## src/rtl/decode_ctrl_stage.sv

```systemverilog
// decode_ctrl_stage: registered RV32I(+M) decode/control stage between IF/ID and ID/EX.
// Decodes a raw instruction into the control bundle and presents it one cycle after
// accept. MUL/DIV ops hold the stage for MUL_LAT/DIV_LAT cycles. Illegal encodings
// still flow through as single-cycle ops.
// Ports:
//   clk, rst            clock (rising edge), asynchronous active-high reset
//   flush               synchronous discard of the held or in-flight instruction
//   in_valid/in_ready   upstream handshake; instr is the raw instruction
//   out_valid/out_ready downstream handshake for the control bundle
//   aluop, rf_en, imm_en, jump_en, branch_en, mem_read, mem_write, sel_A,
//   mem_size, wb_sel, csr_rd, csr_wr, is_mret, illegal   registered control bundle
//   busy                high while a multi-cycle M op occupies the stage
module decode_ctrl_stage #(
    parameter bit          EN_M_EXT = 1'b1,
    parameter int unsigned MUL_LAT  = 3,
    parameter int unsigned DIV_LAT  = 8
) (
    input  logic        clk,
    input  logic        rst,
    input  logic        flush,
    input  logic        in_valid,
    output logic        in_ready,
    input  logic [31:0] instr,
    output logic        out_valid,
    input  logic        out_ready,
    output logic [4:0]  aluop,
    output logic        rf_en,
    output logic        imm_en,
    output logic        jump_en,
    output logic        branch_en,
    output logic        mem_read,
    output logic        mem_write,
    output logic        sel_A,
    output logic [2:0]  mem_size,
    output logic [1:0]  wb_sel,
    output logic        csr_rd,
    output logic        csr_wr,
    output logic        is_mret,
    output logic        illegal,
    output logic        busy
);
    localparam int unsigned MaxLat = (MUL_LAT > DIV_LAT) ? MUL_LAT : DIV_LAT;
    localparam int unsigned CntW   = (MaxLat > 1) ? $clog2(MaxLat) : 1;
    localparam logic [CntW-1:0] MulCnt = CntW'(MUL_LAT - 2);
    localparam logic [CntW-1:0] DivCnt = CntW'(DIV_LAT - 2);
    localparam bit MulMulti = (MUL_LAT > 1);
    localparam bit DivMulti = (DIV_LAT > 1);

    localparam logic [4:0] OpAdd = 5'b00000, OpSub = 5'b00001, OpSll = 5'b00010;
    localparam logic [4:0] OpSlt = 5'b00011, OpSltu = 5'b00100, OpXor = 5'b00101;
    localparam logic [4:0] OpSrl = 5'b00110, OpSra = 5'b00111, OpOr = 5'b01000;
    localparam logic [4:0] OpAnd = 5'b01001, OpMul = 5'b01011, OpLui = 5'b01100;
    localparam logic [4:0] OpAuipc = 5'b01101, OpMulh = 5'b10100, OpMulhsu = 5'b10101;
    localparam logic [4:0] OpMulhu = 5'b10110, OpDiv = 5'b10000, OpDivu = 5'b10001;
    localparam logic [4:0] OpRem = 5'b10010, OpRemu = 5'b10011;

    typedef struct packed {
        logic [4:0] aluop;
        logic       rf_en;
        logic       imm_en;
        logic       jump_en;
        logic       branch_en;
        logic       mem_read;
        logic       mem_write;
        logic       sel_a;
        logic [2:0] mem_size;
        logic [1:0] wb_sel;
        logic       csr_rd;
        logic       csr_wr;
        logic       is_mret;
        logic       illegal;
    } ctrl_t;

    typedef enum logic [1:0] {StEmpty, StFull, StWait} state_e;

    state_e          state;
    logic [CntW-1:0] cnt;
    ctrl_t           bundle;
    ctrl_t           dec;
    logic            is_m, is_div, bad;
    logic            accept, dec_multi;
    logic [CntW-1:0] dec_cnt;

    logic [6:0] opcode, funct7;
    logic [2:0] funct3;
    assign opcode = instr[6:0];
    assign funct3 = instr[14:12];
    assign funct7 = instr[31:25];

    // Register and immediate fields are consumed downstream, not here.
    logic unused_fields;
    assign unused_fields = ^{instr[24:15], instr[11:7]};

    always_comb begin
        dec    = '0;
        is_m   = 1'b0;
        is_div = 1'b0;
        bad    = 1'b0;
        case (opcode)
            7'b0110011: begin
                dec.rf_en = 1'b1;
                case (funct7)
                    7'b0000000: begin
                        case (funct3)
                            3'b000:  dec.aluop = OpAdd;
                            3'b001:  dec.aluop = OpSll;
                            3'b010:  dec.aluop = OpSlt;
                            3'b011:  dec.aluop = OpSltu;
                            3'b100:  dec.aluop = OpXor;
                            3'b101:  dec.aluop = OpSrl;
                            3'b110:  dec.aluop = OpOr;
                            default: dec.aluop = OpAnd;
                        endcase
                    end
                    7'b0100000: begin
                        if (funct3 == 3'b000)      dec.aluop = OpSub;
                        else if (funct3 == 3'b101) dec.aluop = OpSra;
                        else                       bad = 1'b1;
                    end
                    7'b0000001: begin
                        if (EN_M_EXT) begin
                            is_m   = 1'b1;
                            is_div = funct3[2];
                            case (funct3)
                                3'b000:  dec.aluop = OpMul;
                                3'b001:  dec.aluop = OpMulh;
                                3'b010:  dec.aluop = OpMulhsu;
                                3'b011:  dec.aluop = OpMulhu;
                                3'b100:  dec.aluop = OpDiv;
                                3'b101:  dec.aluop = OpDivu;
                                3'b110:  dec.aluop = OpRem;
                                default: dec.aluop = OpRemu;
                            endcase
                        end else begin
                            bad = 1'b1;
                        end
                    end
                    default: bad = 1'b1;
                endcase
            end
            7'b0010011: begin
                dec.rf_en  = 1'b1;
                dec.imm_en = 1'b1;
                case (funct3)
                    3'b000: dec.aluop = OpAdd;
                    3'b001: begin
                        dec.aluop = OpSll;
                        bad       = (funct7 != 7'b0000000);
                    end
                    3'b010: dec.aluop = OpSlt;
                    3'b011: dec.aluop = OpSltu;
                    3'b100: dec.aluop = OpXor;
                    3'b101: begin
                        if (funct7 == 7'b0000000)      dec.aluop = OpSrl;
                        else if (funct7 == 7'b0100000) dec.aluop = OpSra;
                        else                           bad = 1'b1;
                    end
                    3'b110:  dec.aluop = OpOr;
                    default: dec.aluop = OpAnd;
                endcase
            end
            7'b0110111: begin
                dec.rf_en  = 1'b1;
                dec.imm_en = 1'b1;
                dec.aluop  = OpLui;
            end
            7'b0010111: begin
                dec.rf_en  = 1'b1;
                dec.imm_en = 1'b1;
                dec.sel_a  = 1'b1;
                dec.aluop  = OpAuipc;
            end
            7'b0000011: begin
                dec.rf_en    = 1'b1;
                dec.imm_en   = 1'b1;
                dec.mem_read = 1'b1;
                dec.mem_size = funct3;
                dec.wb_sel   = 2'b01;
            end
            7'b0100011: begin
                dec.imm_en    = 1'b1;
                dec.mem_write = 1'b1;
                dec.mem_size  = funct3;
            end
            7'b1100011: begin
                dec.imm_en    = 1'b1;
                dec.sel_a     = 1'b1;
                dec.branch_en = 1'b1;
            end
            7'b1101111: begin
                dec.rf_en   = 1'b1;
                dec.imm_en  = 1'b1;
                dec.jump_en = 1'b1;
                dec.sel_a   = 1'b1;
                dec.wb_sel  = 2'b10;
            end
            7'b1100111: begin
                dec.rf_en   = 1'b1;
                dec.imm_en  = 1'b1;
                dec.jump_en = 1'b1;
                dec.wb_sel  = 2'b10;
            end
            7'b1110011: begin
                dec.wb_sel = 2'b11;
                dec.rf_en  = (funct3 != 3'b000);
                case (funct3)
                    3'b000:  dec.is_mret = 1'b1;
                    3'b001:  dec.csr_wr  = 1'b1;
                    default: dec.csr_rd  = 1'b1;
                endcase
            end
            default: bad = 1'b1;
        endcase
        // Illegal ops travel as plain single-cycle bubbles carrying only the flag.
        if (bad) begin
            dec         = '0;
            dec.illegal = 1'b1;
            is_m        = 1'b0;
            is_div      = 1'b0;
        end
    end

    assign dec_multi = is_m & (is_div ? DivMulti : MulMulti);
    assign dec_cnt   = is_div ? DivCnt : MulCnt;

    assign in_ready  = (state == StEmpty) | ((state == StFull) & out_ready);
    assign accept    = in_valid & in_ready & ~flush;
    assign out_valid = (state == StFull);
    assign busy      = (state == StWait);

    always_ff @(posedge clk or posedge rst) begin
        if (rst) begin
            state  <= StEmpty;
            cnt    <= '0;
            bundle <= '0;
        end else if (flush) begin
            state <= StEmpty;
            cnt   <= '0;
        end else if (accept) begin
            bundle <= dec;
            if (dec_multi) begin
                state <= StWait;
                cnt   <= dec_cnt;
            end else begin
                state <= StFull;
            end
        end else begin
            case (state)
                StFull: if (out_ready) state <= StEmpty;
                StWait: begin
                    if (cnt == '0) state <= StFull;
                    else           cnt   <= cnt - CntW'(1);
                end
                default: ;
            endcase
        end
    end

    assign aluop     = bundle.aluop;
    assign rf_en     = bundle.rf_en;
    assign imm_en    = bundle.imm_en;
    assign jump_en   = bundle.jump_en;
    assign branch_en = bundle.branch_en;
    assign mem_read  = bundle.mem_read;
    assign mem_write = bundle.mem_write;
    assign sel_A     = bundle.sel_a;
    assign mem_size  = bundle.mem_size;
    assign wb_sel    = bundle.wb_sel;
    assign csr_rd    = bundle.csr_rd;
    assign csr_wr    = bundle.csr_wr;
    assign is_mret   = bundle.is_mret;
    assign illegal   = bundle.illegal;

endmodule

```

## config.mk

```make
export PLATFORM = sky130hd
export DESIGN_NAME = decode_ctrl_stage
export DESIGN_NICKNAME = d
export VERILOG_FILES = /design/src/rtl/decode_ctrl_stage.sv
export SDC_FILE = /design/constraint.sdc
export NUM_CORES = 1
export LEC_CHECK = 0
export BUFFER_PORTS_ARGS = -buffer_cell sky130_fd_sc_hd__buf_2
export CAP_MARGIN = 20
export CORE_UTILIZATION = 35
export DETAILED_ROUTE_END_ITERATION = 6
export GPL_ROUTABILITY_DRIVEN = 1
export MAX_ROUTING_LAYER = met4
export PLACE_DENSITY = 0.57
export SLEW_MARGIN = 5
export SYNTH_ARGS = -nofsm -noshare
export SYNTH_HDL_FRONTEND = slang
export SYNTH_SLANG_ARGS = --single-unit
export TNS_END_PERCENT = 1
```

## constraint.sdc

```tcl
create_clock -name clk -period 2.08 [get_ports clk]
set_input_delay 0.208 -clock clk [delete_from_list [all_inputs] [get_ports clk]]
set_output_delay 0.208 -clock clk [all_outputs]
set_load 0.005 [all_outputs]
```

# Word-level counts from Yosys, hierarchy flattened

Index checks and enable logic that the tools add are counted.

Flip-flop bits (word level): 26
Output and inout port bits: 24

Mux-type cells: 48
Eq/ne operators: 24
Reduce and logical (&&, ||, !) cells: 19
Bitwise gates (word level): 5
Add/subtract/negate cells: 1

Operators by type and width:

| operator             | number |
|---|---|
| $pmux W4 S7          | 2 |
| $mux W3              | 12 |
| $pmux W5 S7          | 1 |
| $eq A7 B6 Y1 const B | 4 |
| $eq A7 B7 Y1 const B | 4 |
| $mux W21             | 1 |
| $pmux W5 S4          | 1 |
| $mux W1              | 19 |
| $reduce_or A8 Y1     | 2 |
| $pmux W5 S3          | 1 |
| $eq A7 B5 Y1 const B | 2 |
| $mux W2              | 5 |
| $eq A3 B3 Y1 const B | 3 |
| $ne A4 B2 Y1 const B | 2 |
| $reduce_or A2 Y1     | 4 |
| $eq A7 B1 Y1 const B | 1 |
| $eq A7 B2 Y1 const B | 1 |
| $logic_not A7 Y1     | 1 |
| $reduce_bool A7 Y1   | 1 |
| $reduce_or A7 Y1     | 1 |
| $eq A3 B2 Y1 const B | 2 |
| $logic_not A3 Y1     | 2 |
| $pmux W1 S2          | 3 |
| $pmux W2 S3          | 1 |
| 17 further kinds     | 21 |

# Longest topological paths before layout

Depth after elaboration: 10
Gate-level depth with buffers: 7

# Worst setup path before layout

Ideal clock, no wire load.

Kind: input to register
Start: input port instr[26]
End: register bundle (netlist bit mem_size[1])
Stages on the path: 5
Setup slack: 383 ps
Path buffers: 1
Setup time: 68 ps
Arrival: 1,629 ps
Required time: 2,012 ps
Cells stage by stage: or4_4 > o31a_1 > a311oi_2 > buf_4 > a32o_1

Cells in the longest elaborated chain, start to end: 6
Elaborated cells between the ends (all ways): 11

Ends and longest elaborated chain:

| what                 | line     | source |
|---|---|---|
| start, declared      | 23       | `input logic [31:0] instr,` |
| $eq A7 B6 Y1         | 102, 155 |  |
| $mux W1              | 155      | `else if (funct7 == 7'b0100000) dec.aluop = OpSra;` |
| $mux W1              | 154      | `if (funct7 == 7'b0000000) dec.aluop = OpSrl;` |
| $pmux W1 S2          | 144      | `case (funct3)` |
| $pmux W1 S3 *        | 99       | `case (opcode)` |
| $mux W21 *           | 215      | `if (bad) begin` |
| end signal, assigned | 235      | `bundle <= '0;` |
| end signal, assigned | 240      | `bundle <= dec;` |
| end, declared        | 78       | `ctrl_t bundle;` |

Mark *: on every way between the ends. The rest lies on a longest branch, timed or not.
A chain may end at the register's enable or synchronous reset.

# Worst setup path after layout

Start: register cnt[0]
End: register cnt[1]

Cells in the longest elaborated chain, start to end: 5
Elaborated cells between the ends (all ways): 8

Ends and longest elaborated chain:

| what                   | line | source |
|---|---|---|
| start, declared        | 77   | `logic [CntW-1:0] cnt;` |
| start signal, assigned | 243  | `cnt <= dec_cnt;` |
| start signal, assigned | 252  | `else cnt <= cnt - CntW'(1);` |
| $sub A3 B1 Y3          | 252  |  |
| $mux W3                | 251  | `if (cnt == '0) state <= StFull;` |
| $mux W3                | 248  | `case (state)` |
| $mux W3                | 239  | `end else if (accept) begin` |
| $mux W3                | 236  | `end else if (flush) begin` |

Parallel ways exist; a longest one is shown, timed or not. The select of a mux whose other input is x is not followed.

==> impl_metrics.tcl <==
set metrics [dict create \
    grt_use_met3_pct 2.035 \
    antenna_left 0 \
    syn_area_um2 1610 \
    clock_power_share_pct 31.8 \
    hp-class "in2reg" \
    ys.warnings.count 0 \
    cts_tree "built" \
    finalCritPeriodShare_pct 85.35 \
    outcome "completed" \
    crit_chain "inv_1 -> ha_1 -> nand2b_1 -> a21o_1 -> a41oi_1 -> mux2_2" \
    syn_to_final_growth_pct 23.39 \
    cts.repair.resized 0 \
    finalWirelength_mm 4.079 \
    pwr-share-comb_pct 17.5 \
    utilization_pct 45.32 \
    rsz0062_at_grt "no" \
    fillCellCount 450 \
    die_w_um 69.83 \
    tns_ns 0 \
    grt_use_met2_pct 25.32 \
    maxCapViolations 0 \
    slowest_delay_ns 0.40 \
    yosysUniqueCellTypes 42 \
    grt_pass1_wl_mm 6.803 \
    die_area_um2 4876 \
    grt_busiest_layer "met1" \
    required_ns 2.24 \
    endpoint_kind "register" \
    synth_seq_cells 26 \
    worst-path-buf-inv 1 \
    setup_viol 0 \
    dp.final_hpwl_mm 3.059 \
    first_iter_violations 84 \
    fin_cells 274 \
    overflow 0 \
    grt_use_total_pct 17.67 \
    hold_slack_ns 0.1841 \
    worstMarginPinSlew_ns 0.5121 \
    clock-root-buffer "clkbuf_8" \
    switching_share_pct 26.44 \
    viasPerCell 5.653 \
    clock_sink_count 26 \
    skew_ns 0.002373 \
    worstPathArrival_ns 1.94 \
    first_pass_iters 4 \
    hold_viol 0 \
    cts-htree-levels 1 \
    post-cts-setup-buffers 0 \
    multiInputGateArea_um2 879.6 \
    design.core.area_um2 4384 \
    clk_latency_ns 0.27 \
    antenna_found_initial 0 \
    clockBufferDepth 2 \
    ir_worst_vdd_mv 0.2045 \
    fin_nets 262 \
    crit_path_start_kind "register" \
    post_synth.cell_area_avg_um2 9.255 \
    layout_common_cells "buf_2 (45), dfrtp_1 (26), a22o_1 (14)" \
    dpl_cell_area_um2 1922 \
    path_class "reg2reg" \
    placement_rows 24 \
    gr-usage-met1_pct 25.78 \
    maxSlewViolCount 0 \
    fmax_mhz 563.3 \
    vias 1549 \
    place.gp.congestion 0.8267 \
    syn_nets 213 \
    slowest_stage "dfrtp_1" \
    maxSlewHeadroom_pct 65.59 \
    power.density_nw_per_um2 520.8 \
    antenna_cells 0 \
    yosysSeqAreaShare_pct 40.40 \
    drcViolationCount 0 \
    p_int_uw 761.1 \
    wl_per_cell_um 14.89 \
    synth-edff-count 0 \
    switching_power_uw 273.6 \
    worst-path-max-fanout 4 \
    synth-async-reset-ratio_pct 100.0 \
    die_h_um 69.83 \
    final_area_um2 1987 \
    numPortBuffers 45 \
    cp_top_family "compound AO/OA/AOI/OAI gates" \
    cts_buffers 3 \
    leakage_nw 0.9866 \
    pin_count 61 \
    register_area_um2 650.6 \
    place_inst 269 \
    grt_pass1_vias 1442 \
    synth_ff_type "dfrtp_1" \
    seq_power_share_pct 50.7 \
    initial_core_util_pct 36.73 \
    grt_start_max_net_pins 27 \
    layout-drive-gt1-share_pct 29.73 \
    clk_pin_slew_ns 0.09 \
    postSynthCellCount 174 \
    final_common_cell "buf_2" \
    period_minus_slack_ns 1.775 \
]
==> stage by stage <==
step | power [mW] | worst slack, ns
after floorplan | 0.6472 | 0.3830
after global placement | 0.7123 | 0.1495
after detailed placement | 0.7135 | 0.1388
after CTS | 1.043 | 0.3126
after global routing | 1.086 | 0.1554
final | 1.035 | 0.3047
==> area by class of cell <==
| type | instances | area share [%] |
|---|---|---|
| multi-input combinational | 129 | 44.27 |
| sequential | 26 | 32.75 |
| timing repair buffer | 56 | 15.62 |
| tap | 52 | 3.275 |
| clock buffer | 4 | 2.771 |
| inverter | 7 | 1.322 |
==> power by group through the flow <==
stage | combinational, mW | clock (mW) | sequential (mW)
CTS | 0.181 | 0.338 | 0.525
global route | 0.203 | 0.356 | 0.527
floorplan | 0.114 | 0 | 0.533
global placement | 0.178 | 0 | 0.534
finish | 0.181 | 0.329 | 0.525
detailed placement | 0.179 | 0 | 0.535
==> routing by layer <==
layer	share of wire [%]	vias to the layer above	wire, um
met5	0	-	0
met4	0.88	0	36
met3	3.2	4	131
met2	45	34	1837
met1	51	745	2074
li1	-	766	-
==> Yosys cell counts (2+ instances only) <==
cell type / number / area share [%]
a211o_1: 2 / 1.1
a21o_1: 2 / 0.93
a21oi_1: 9 / 2.8
a22o_1: 14 / 7.6
a32o_1: 7 / 4.4
and2_1: 2 / 0.78
and3_1: 4 / 1.6
buf_4: 2 / 0.93
clkbuf_1: 9 / 2.1
dfrtp_1: 26 / 40
ha_1: 2 / 1.6
inv_1: 7 / 1.6
nand2_1: 7 / 1.6
nand2b_1: 4 / 1.6
nand3_1: 5 / 1.6
nand4_1: 5 / 1.9
nor2_1: 10 / 2.3
nor2b_1: 6 / 2.3
nor3_1: 9 / 2.8
nor3b_1: 4 / 1.9
o21ai_0: 5 / 1.6
o311ai_0: 3 / 1.6
o31ai_1: 2 / 0.93
or2_2: 4 / 1.6
or3_1: 6 / 2.3
xnor2_1: 2 / 1.1
==> final timing paths <==
check / start / endpoint / slack, ns / cells past startpoint
hold reg to reg: mem_size[0] / mem_size[0] / 0.49 / 2
min in group asynchronous: rst / cnt[2] / 0.53 / 4
setup reg to reg: cnt[0] / cnt[1] / 0.30 / 6
max in group asynchronous: rst / csr_rd / 1.30 / 4
setup / recovery: cnt[0] / cnt[1] / 0.30 / 6
hold / removal: flush / state[1] / 0.18 / 2
==> what timing repair did <==
item / 4_1_cts / 5_1_grt
hold buffers: 1 / 0
endpoints found under the setup margin: 0 / 0
hold endpoints to repair: 26 / 0
==> worst reg2reg max path, stage by stage, from the launching register on <==
cell      delay [ns]
dfrtp_1         0.40
inv_1           0.12
ha_1            0.15
nand2b_1        0.07
a21o_1          0.21
a41oi_1         0.34
mux2_2          0.38
==> registers in the layout, summed over array words and instances, names as in the netlist <==
register	cells
rf_en	1
aluop	5
mem_read	1
cnt	3
state	2
csr_wr	1
mem_write	1
wb_sel	2
csr_rd	1
imm_en	1
mem_size	3
is_mret	1
jump_en	1
illegal	1
branch_en	1
sel_A	1
==> logic make-up after synthesis <==
kind of cell / after synthesis / share of synthesized area, %
AND/OR/NAND/NOR: 70 / 24.55
AO/OA/AOI/OAI: 54 / 26.73
flip-flops: 26 / 40.40
buffers and inverters: 19 / 4.972
XOR/XNOR: 2 / 1.088
adder cells (fa/ha/maj): 2 / 1.554
multiplexers: 1 / 0.6993
Power figures use the tool's default switching activity.
